File: src/rtl/jogo_memoria_generico_pkg.sv
// Shared definitions for the memory game: state codes (also shown on db_estado),
// LFSR tap mask, seed/mode encodings and small elaboration helpers.
package jogo_memoria_generico_pkg;

    typedef enum logic [3:0] {
        INICIAL  = 4'h0,
        PREPARA  = 4'h1,
        MOSTRA   = 4'h2,
        APAGA    = 4'h3,
        ESPERA   = 4'h4,
        REGISTRA = 4'h5,
        COMPARA  = 4'h6,
        PROXIMA  = 4'h7,
        GANHOU   = 4'hA,
        PERDEU   = 4'hE,
        TIMEOUT  = 4'hF
    } estado_t;

    // Galois form of x^16 + x^14 + x^13 + x^11 + 1
    localparam logic [15:0] LFSR_TAPS     = 16'hB400;
    localparam logic        MODO_COMPLETO = 1'b0;
    localparam logic        SEL_SEED_A    = 1'b0;

    function automatic logic [15:0] lfsr_proximo(input logic [15:0] s);
        return {1'b0, s[15:1]} ^ (s[0] ? LFSR_TAPS : 16'h0000);
    endfunction

    function automatic int unsigned largura(input int unsigned n);
        return (n > 1) ? int'($clog2(n)) : 1;
    endfunction

endpackage

File: src/rtl/jogo_memoria_generico_lfsr.sv
// gerador_sequencia_lfsr: 16-bit Galois LFSR whose low bits select the lit button.
// Load has priority over step so a reload always restarts the sequence at element 0.
module gerador_sequencia_lfsr
    import jogo_memoria_generico_pkg::*;
#(
    parameter int unsigned N_BOTOES   = 4,
    parameter logic [15:0] SEED_RESET = 16'hACE1
) (
    input  logic                clock,
    input  logic                reset,
    input  logic                load_i,
    input  logic                step_i,
    input  logic [15:0]         seed_i,
    output logic [N_BOTOES-1:0] elemento_o
);
    localparam int unsigned BW = largura(N_BOTOES);

    logic [15:0] lfsr_q, lfsr_d;

    always_comb begin
        lfsr_d = lfsr_q;
        if (load_i) begin
            lfsr_d = seed_i;
        end else if (step_i) begin
            lfsr_d = lfsr_proximo(lfsr_q);
        end
    end

    always_ff @(posedge clock or negedge reset) begin
        if (!reset) begin
            lfsr_q <= SEED_RESET;
        end else begin
            lfsr_q <= lfsr_d;
        end
    end

    always_comb begin
        elemento_o = '0;
        elemento_o[lfsr_q[BW-1:0]] = 1'b1;
    end

endmodule

File: src/rtl/jogo_memoria_generico.sv
// jogo_memoria_generico: parametrised Simon-style memory game core (FSM and counters).
// Define JOGO_MEMORIA_TIMEOUT_EN to enable the per-press timeout counter and TIMEOUT state.
module jogo_memoria_generico
    import jogo_memoria_generico_pkg::*;
#(
    parameter int unsigned N_BOTOES       = 4,
    parameter int unsigned MAX_RODADAS    = 16,
    parameter int unsigned SHOW_CICLOS    = 500,
    parameter int unsigned TIMEOUT_CICLOS = 3000,
    parameter logic [15:0] SEED_A         = 16'hACE1,
    parameter logic [15:0] SEED_B         = 16'h1D2B
) (
    input  logic                clock,
    input  logic                reset,
    input  logic                jogar,
    input  logic                chaveMemoria,
    input  logic                botaoDificuldade,
    input  logic [N_BOTOES-1:0] botoes,
    output logic [N_BOTOES-1:0] leds,
    output logic                ganhou,
    output logic                perdeu,
    output logic                timeout,
    output logic                pronto,
    output logic [3:0]          db_estado,
    output logic [5:0]          db_rodada,
    output logic [5:0]          db_jogada
);
    localparam int unsigned RW = largura(MAX_RODADAS);
    localparam int unsigned SW = largura(SHOW_CICLOS);

    estado_t             estado_q, estado_d;
    logic [RW-1:0]       rodada_q, rodada_d, jogada_q, jogada_d, idx_q, idx_d, limite;
    logic [SW-1:0]       cnt_q, cnt_d;
    logic [N_BOTOES-1:0] botao_q, botao_d, botoes_ant_q, elemento;
    logic                jogar_ant_q, seed_sel_q, seed_sel_d, modo_q, modo_d;
    logic                ganhou_q, ganhou_d, perdeu_q, perdeu_d;
    logic                inicio, pressao, carrega, avanca;
    logic [15:0]         semente;
`ifdef JOGO_MEMORIA_TIMEOUT_EN
    localparam int unsigned TW = largura(TIMEOUT_CICLOS);
    logic [TW-1:0]       tcnt_q, tcnt_d;
    logic                timeout_q, timeout_d;
`endif

    assign inicio  = jogar & ~jogar_ant_q;
    assign pressao = (|botoes) & ~(|botoes_ant_q);
    assign semente = (seed_sel_q == SEL_SEED_A) ? SEED_A : SEED_B;
    assign limite  = (modo_q == MODO_COMPLETO) ? RW'(MAX_RODADAS - 1) : RW'(MAX_RODADAS / 2 - 1);

    gerador_sequencia_lfsr #(
        .N_BOTOES  (N_BOTOES),
        .SEED_RESET(SEED_A)
    ) u_lfsr (
        .clock     (clock),
        .reset     (reset),
        .load_i    (carrega),
        .step_i    (avanca),
        .seed_i    (semente),
        .elemento_o(elemento)
    );

    always_comb begin
        estado_d   = estado_q;
        rodada_d   = rodada_q;
        jogada_d   = jogada_q;
        idx_d      = idx_q;
        cnt_d      = cnt_q;
        botao_d    = botao_q;
        seed_sel_d = seed_sel_q;
        modo_d     = modo_q;
        ganhou_d   = ganhou_q;
        perdeu_d   = perdeu_q;
        carrega    = 1'b0;
        avanca     = 1'b0;
`ifdef JOGO_MEMORIA_TIMEOUT_EN
        // held at zero outside ESPERA, so every entry into ESPERA starts a fresh count
        tcnt_d     = '0;
        timeout_d  = timeout_q;
`endif
        case (estado_q)
            INICIAL, GANHOU, PERDEU, TIMEOUT: begin
                if (inicio) begin
                    estado_d   = PREPARA;
                    seed_sel_d = chaveMemoria;
                    modo_d     = botaoDificuldade;
                    rodada_d   = '0;
                    ganhou_d   = 1'b0;
                    perdeu_d   = 1'b0;
`ifdef JOGO_MEMORIA_TIMEOUT_EN
                    timeout_d  = 1'b0;
`endif
                end
            end
            PREPARA: begin
                estado_d = MOSTRA;
                carrega  = 1'b1;
                idx_d    = '0;
                cnt_d    = '0;
            end
            MOSTRA: begin
                if (cnt_q == SW'(SHOW_CICLOS - 1)) begin
                    estado_d = APAGA;
                    cnt_d    = '0;
                end else begin
                    cnt_d = cnt_q + 1'b1;
                end
            end
            APAGA: begin
                if (cnt_q == SW'(SHOW_CICLOS - 1)) begin
                    cnt_d = '0;
                    if (idx_q < rodada_q) begin
                        estado_d = MOSTRA;
                        idx_d    = idx_q + 1'b1;
                        avanca   = 1'b1;
                    end else begin
                        estado_d = ESPERA;
                        jogada_d = '0;
                        carrega  = 1'b1;
                    end
                end else begin
                    cnt_d = cnt_q + 1'b1;
                end
            end
            ESPERA: begin
                if (pressao) begin
                    estado_d = REGISTRA;
                    botao_d  = botoes;
                end
`ifdef JOGO_MEMORIA_TIMEOUT_EN
                else if (tcnt_q == TW'(TIMEOUT_CICLOS - 1)) begin
                    estado_d  = TIMEOUT;
                    timeout_d = 1'b1;
                end else begin
                    tcnt_d = tcnt_q + 1'b1;
                end
`endif
            end
            REGISTRA: estado_d = COMPARA;
            COMPARA: begin
                if (!$onehot(botao_q) || (botao_q != elemento)) begin
                    estado_d = PERDEU;
                    perdeu_d = 1'b1;
                end else if (jogada_q < rodada_q) begin
                    estado_d = ESPERA;
                    jogada_d = jogada_q + 1'b1;
                    avanca   = 1'b1;
                end else begin
                    estado_d = PROXIMA;
                end
            end
            PROXIMA: begin
                if (rodada_q == limite) begin
                    estado_d = GANHOU;
                    ganhou_d = 1'b1;
                end else begin
                    estado_d = MOSTRA;
                    rodada_d = rodada_q + 1'b1;
                    carrega  = 1'b1;
                    idx_d    = '0;
                    cnt_d    = '0;
                end
            end
            default: estado_d = INICIAL;
        endcase
    end

    always_ff @(posedge clock or negedge reset) begin
        if (!reset) begin
            estado_q     <= INICIAL;
            rodada_q     <= '0;
            jogada_q     <= '0;
            idx_q        <= '0;
            cnt_q        <= '0;
            botao_q      <= '0;
            botoes_ant_q <= '0;
            jogar_ant_q  <= 1'b0;
            seed_sel_q   <= 1'b0;
            modo_q       <= 1'b0;
            ganhou_q     <= 1'b0;
            perdeu_q     <= 1'b0;
`ifdef JOGO_MEMORIA_TIMEOUT_EN
            tcnt_q       <= '0;
            timeout_q    <= 1'b0;
`endif
        end else begin
            estado_q     <= estado_d;
            rodada_q     <= rodada_d;
            jogada_q     <= jogada_d;
            idx_q        <= idx_d;
            cnt_q        <= cnt_d;
            botao_q      <= botao_d;
            botoes_ant_q <= botoes;
            jogar_ant_q  <= jogar;
            seed_sel_q   <= seed_sel_d;
            modo_q       <= modo_d;
            ganhou_q     <= ganhou_d;
            perdeu_q     <= perdeu_d;
`ifdef JOGO_MEMORIA_TIMEOUT_EN
            tcnt_q       <= tcnt_d;
            timeout_q    <= timeout_d;
`endif
        end
    end

    always_comb begin
        case (estado_q)
            MOSTRA:  leds = elemento;
            APAGA:   leds = '0;
            default: leds = botoes;
        endcase
    end

    assign ganhou    = ganhou_q;
    assign perdeu    = perdeu_q;
`ifdef JOGO_MEMORIA_TIMEOUT_EN
    assign timeout   = timeout_q;
`else
    assign timeout   = 1'b0;
`endif
    assign pronto    = (estado_q == GANHOU) || (estado_q == PERDEU) || (estado_q == TIMEOUT);
    assign db_estado = estado_q;
    assign db_rodada = 6'(rodada_q);
    assign db_jogada = 6'(jogada_q);

endmodule

File: config.mk
export PLATFORM = sky130hd
export DESIGN_NAME = jogo_memoria_generico
export DESIGN_NICKNAME = d
export VERILOG_FILES = /design/src/rtl/jogo_memoria_generico_pkg.sv /design/src/rtl/jogo_memoria_generico_lfsr.sv /design/src/rtl/jogo_memoria_generico.sv
export SDC_FILE = /design/constraint.sdc
export NUM_CORES = 1
export LEC_CHECK = 0
export CORE_ASPECT_RATIO = 1.25
export CORE_MARGIN = 3
export CORE_UTILIZATION = 35
export CTS_CLUSTER_DIAMETER = 120
export DETAILED_ROUTE_END_ITERATION = 8
export PLACE_DENSITY = 0.6
export SYNTH_ARGS = -nofsm -noshare
export SYNTH_HDL_FRONTEND = slang
export SYNTH_SLANG_ARGS = --single-unit
File: constraint.sdc
create_clock -name clock -period 7.1 [get_ports clock]
set_input_delay 1.065 -clock clock [delete_from_list [all_inputs] [get_ports clock]]
set_output_delay 1.065 -clock clock [all_outputs]
set_load 0.02 [all_outputs]
Word level (Yosys, flattened, before mapping) --
Index checks and enable logic that the tools add are counted.
Storage, ports and cells: register bits after elaboration 54, output and inout port bits 24, bits of input ports 9, word-level logic and storage cells 125
Operators by class: multiplexer cells 46, reductions and logical operators 25, $lt $le $gt $ge 4, equal/unequal tests 25, $add $sub $neg 7, bitwise gates (word level) 5
Operators by type and width (count):
- two-way mux 16 bit | 4
- two-way mux 4 bit | 16
- one-hot mux 4 bit (8 select lines) | 1
- one-hot mux 9 bit (3 select lines) | 1
- one-hot mux 4 bit (2 select lines) | 3
- inequality test 2 bit, second input constant | 11
- two-way mux 9 bit | 2
- equality test 4 x 3 -> 1 bit, second input constant | 4
- XOR 15 x 16 -> 16 bit | 1
- adder 4 x 1 -> 4 bit, second input constant | 3
- equality test 4 bit, second input constant | 3
- one-hot mux 4 bit (3 select lines) | 1
- OR reduction 4 bit | 3
- two-way mux 1 bit | 11
- adder 9 x 1 -> 9 bit, second input constant | 1
- equality test 9 bit, second input constant | 1
- AND reduction 3 bit | 3
- equality test 4 x 2 -> 1 bit, second input constant | 2
- < comparator 4 bit | 2
- AND reduction 4 bit | 2
- nonzero test 2 bit | 4
- one-hot mux 1 bit (2 select lines) | 3
- AND reduction 2 bit | 3
- nonzero test 3 bit | 2
- other kinds (20) | 25

Logic depth before layout (Yosys ltp) --
word-level depth 10, gate-level depth with buffers 12, mapped depth without buffers 11

Hierarchy --
A second synthesis with hierarchy kept.
Second synthesis, totals: cells, all modules 333, area, all modules 3261.9 µm²
Modules (own cells, without submodules):
- jogo_memoria_generico | instances 1, sequential area each 950.9 µm², cells an instance 255, area each 2437.3 µm²
- gerador_sequencia_lfsr | instances 1, sequential area each 410.4 µm², cells an instance 78, area each 824.5 µm²

Worst setup path after synthesis --
OpenSTA, ideal clock, no wires.
kind reg-to-output, from register estado_q[1], in the netlist db_estado[1], to output leds[0], required time 6.035 ns, data arrival time 1.962 ns, buffers on the path 2, path slack 4.073 ns, stages on the path, launching flop included 6, cells stage by stage dfrtp_1 -> clkbuf_1 -> nor2b_1 -> nand2b_1 -> clkbuf_1 -> o41ai_1
On the way: word-level cells in the longest chain between the ends 2, elaborated cells on any way between the ends 3, classes of those cells eq/ne (2); mux (1)
Ends and longest elaborated chain:
- from (decl) | line jogo_memoria_generico.sv:31 | estado_t estado_q, estado_d;
- from (signal assigned) | line jogo_memoria_generico.sv:186 | estado_q <= estado_d;
- equality test 4 x 2 -> 1 bit | line jogo_memoria_generico.sv:206 | case (estado_q)
- one-hot mux 4 bit (2 select lines) * | line jogo_memoria_generico.sv:206
- to (decl) | line jogo_memoria_generico.sv:19 | output logic [N_BOTOES-1:0] leds,
Mark *: on every way between the ends. The rest lies on a longest branch, timed or not.

Final worst setup path --
from input botoes[2], to output leds[2]
On the way: word-level cells in the longest chain between the ends 1
Ends and longest elaborated chain:
- from (decl) | line jogo_memoria_generico.sv:18 | input logic [N_BOTOES-1:0] botoes,
- one-hot mux 4 bit (2 select lines) | line jogo_memoria_generico.sv:206
Every way passes these cells.

==> impl_metrics.toml <==
[cells_and_area]
nets = 359
seq_area_sq_um = 1360
stdcell_area_sq_um = 3500
multi_input_area_sq_um = 1580
drive_above_1_share = 0.104
areaGrowthSynthToFinish_pct = 14.0
final_common_cell = "dfrtp_1"
n_antenna_cell = 0
fillers = 828
final_cell_mix = "dfrtp_1, nand2_1, clkdlybuf4s50_1"

[logic_synthesis]
ys.flop_type = "dfrtp_1"
synth_edf_count = 0
syn_avg_cell_area_sq_um = 9.73
synthAdderAreaFrac = 0.0554
ys_types = 66
ys_seq_elements = 54
synth_top_area_share = 0.374
syn_inst = 316
async_reset_ff_frac = 1.00
synth_compound_area_frac = 0.188
synth.area.mux_share = 0.0415
synth_xor_area_frac = 0.0256
yosys-top-cells-area = "dfrtp_1, dfstp_2, ha_1"
synth_top_cell_by_area = "dfrtp_1"
seq_area_frac_synth = 0.443
syn_area_sq_um = 3070
synth_top_family_by_area = "simple AND/OR/NAND/NOR gates"
ys_warn_count = 0
synth_simple_gate_area_frac = 0.196

[drt]
first_pass_iters = 4
antenna_left = 0
wl_mm = 6.45
wl_per_cell_um = 14.2
avgViaCountPerCell = 5.20
vias = 2367
drtIter0Drc = 157
drc = 0

[floorplanning]
chipHeight_um = 111
initial_core_util = 0.367
row_count = 37
ios = 33
die-area_sq_um = 9950
core_area_sq_um = 8380
fp.dieW_um = 89.8

[global_routing]
grt_max_degree = 55
overflow = 0
grt_pass1_wl_mm = 11.3
first_global_vias = 2341
antenna_found_initial = 0
grt.total_usage = 0.134

[critical_path]
critical_path.max_stage_delay_ns = 0.67
reg2reg_depth = 11
cp_common_cell = "clkdlybuf4s50_1"
cp_data_required_time_ns = 6.03
cp.depth = 4
cp-end-kind = "output port"
crit_family = "buffers and inverters"
critical_path.slowest_cell = "clkdlybuf4s50_1"
worstPathBufferInverterCount = 2
arrival_ns = 2.40
crit_path_max_fanout = 4
critical_path_class = "in2out"
start_kind = "input pin"
crit_chain = "clkdlybuf4s50_1, nand2_1, o41ai_1, clkdlybuf4s50_1"

[clock_network]
clk_latency_ns = 0.31
cts-htree-levels = 2
cts_resized = 0
cts_setup_buffers = 0
cts_hold_buffers = 0
clockBufferDepth = 2
cts.sinks = 54
cts_tree = "yes"
cts_made_buffers = 5
cts_root_buf = "clkbuf_8"
clk_pin_slew_worst_paths_ns = 0.10

[placed_design]
place.gp.congestion = 0.731
hpwl_mm = 4.61
preCtsSetupSlack_ns = 3.62
port_buffers = 27
place_area_sq_um = 3410

[pwr]
peakVddDrop_mv = 0.150
powerDensity_nw_per_um2 = 393
power.total_mw = 1.38
p_leak_nw = 1.56

[sta]
relSlewSlack = 0.283
clock.fmax_ghz = 0.289
worst_pin_slew_ns = 1.07
tns_ns = 0
finalClockSkew_ns = 0.0117
maxSlewViolCount = 0
rsz0062_at_grt = "no"
period_share = 0.488
setup_ws_ns = 3.64
fin_crit_ns = 3.46
finalHoldViolations = 0
setup_viol = 0

[flow_run]
maxCapViolations = 0

[hold_path]
hold_class = "reg2reg"
min_path_cells = 1

[run_status]
status = "finished, final reports clean"
==> worst reg2reg max path, cell delays in order (launching register included) <==
cell	delay, ns
dfrtp_1	0.41
inv_1	0.08
fa_1	0.53
inv_1	0.04
ha_1	0.17
ha_1	0.27
nor2_1	0.05
o211ai_1	0.09
a21oi_1	0.12
a31oi_2	0.81
nand2_1	0.24
o221a_1	0.28
==> Yosys cell counts, drive strengths merged (2+ instances only) <==
library cell	number
dfrtp	46
nand2	34
nor2	24
o21ai	22
a21oi	18
inv	15
ha	12
nand3	10
buf	9
clkbuf	9
nand2b	9
dfstp	8
nor2b	8
a31oi	7
xor2	7
mux2	6
mux2i	6
and3	5
a2111oi	3
nand4	3
nor4	3
o211ai	3
o221a	3
or4	3
a211o	2
a21boi	2
a221o	2
a221oi	2
and3b	2
nor3	2
o21a	2
o21ba	2
o31ai	2
o41ai	2
or2	2
or3	2
xnor2	2
==> per-layer routing <==
| metal | wire length [um] | global-route usage | part of all wire | vias up |
|---|---|---|---|---|
| li1 | - | - | - | 1163 |
| met1 | 3020 | 0.177 | 0.47 | 1162 |
| met2 | 3160 | 0.227 | 0.49 | 35 |
| met3 | 190 | 0.0217 | 0.029 | 7 |
| met4 | 76 | 0.0368 | 0.012 | 0 |
| met5 | 0 | 0 | 0 | - |
==> logic make-up after synthesis <==
group,count (synthesis)
AND/OR/NAND/NOR,113
buffers and inverters,33
adder cells (fa/ha/maj),13
multiplexers,12
XOR/XNOR,9
flip-flops,54
other,1
AO/OA/AOI/OAI,81
==> power by group <==
group	internal [mW]	switching, mW
combinational	0.285	0.372
sequential	0.413	0.126
clock	0.0791	0.103
==> area by class of cell <==
cell class | count | share of cell area
inverter | 15 | 0.0161
clock buffer | 7 | 0.0246
tap | 117 | 0.0418
multi-input combinational | 233 | 0.450
sequential | 54 | 0.389
timing repair buffer | 28 | 0.0779
clock inverter | 1 | 0.00143
==> final timing paths <==
path                            start           endpoint  slack (ns)
setup / recovery            botoes[2]            leds[2]        3.64
hold / removal                 perdeu             perdeu        0.49
setup reg to reg           botao_q[0]  u_lfsr.lfsr_q[15]        3.94
hold reg to reg                perdeu             perdeu        0.49
max in group asynchronous       reset           idx_q[2]        5.75
min in group asynchronous       reset   u_lfsr.lfsr_q[1]        0.89
==> sequential cells by signal (all words and copies together), names as in the netlist <==
name,cells
u_lfsr.lfsr_q,16
perdeu,1
db_estado,4
ganhou,1
rodada_q,4
idx_q,4
jogada_q,4
seed_sel_q,1
modo_q,1
botao_q,4
cnt_q,9
botoes_ant_q,4
jogar_ant_q,1
==> stage by stage <==
step	hold slack, ns	utilization	instances
after CTS	0.493	0.418	455
after detailed placement	0.469	0.407	447
after floorplan	0.450	-	320
after global routing	0.516	0.418	455
final	0.489	0.418	455
after global placement	0.462	0.407	447
No activity file was read; power rests on OpenSTA's default activity.
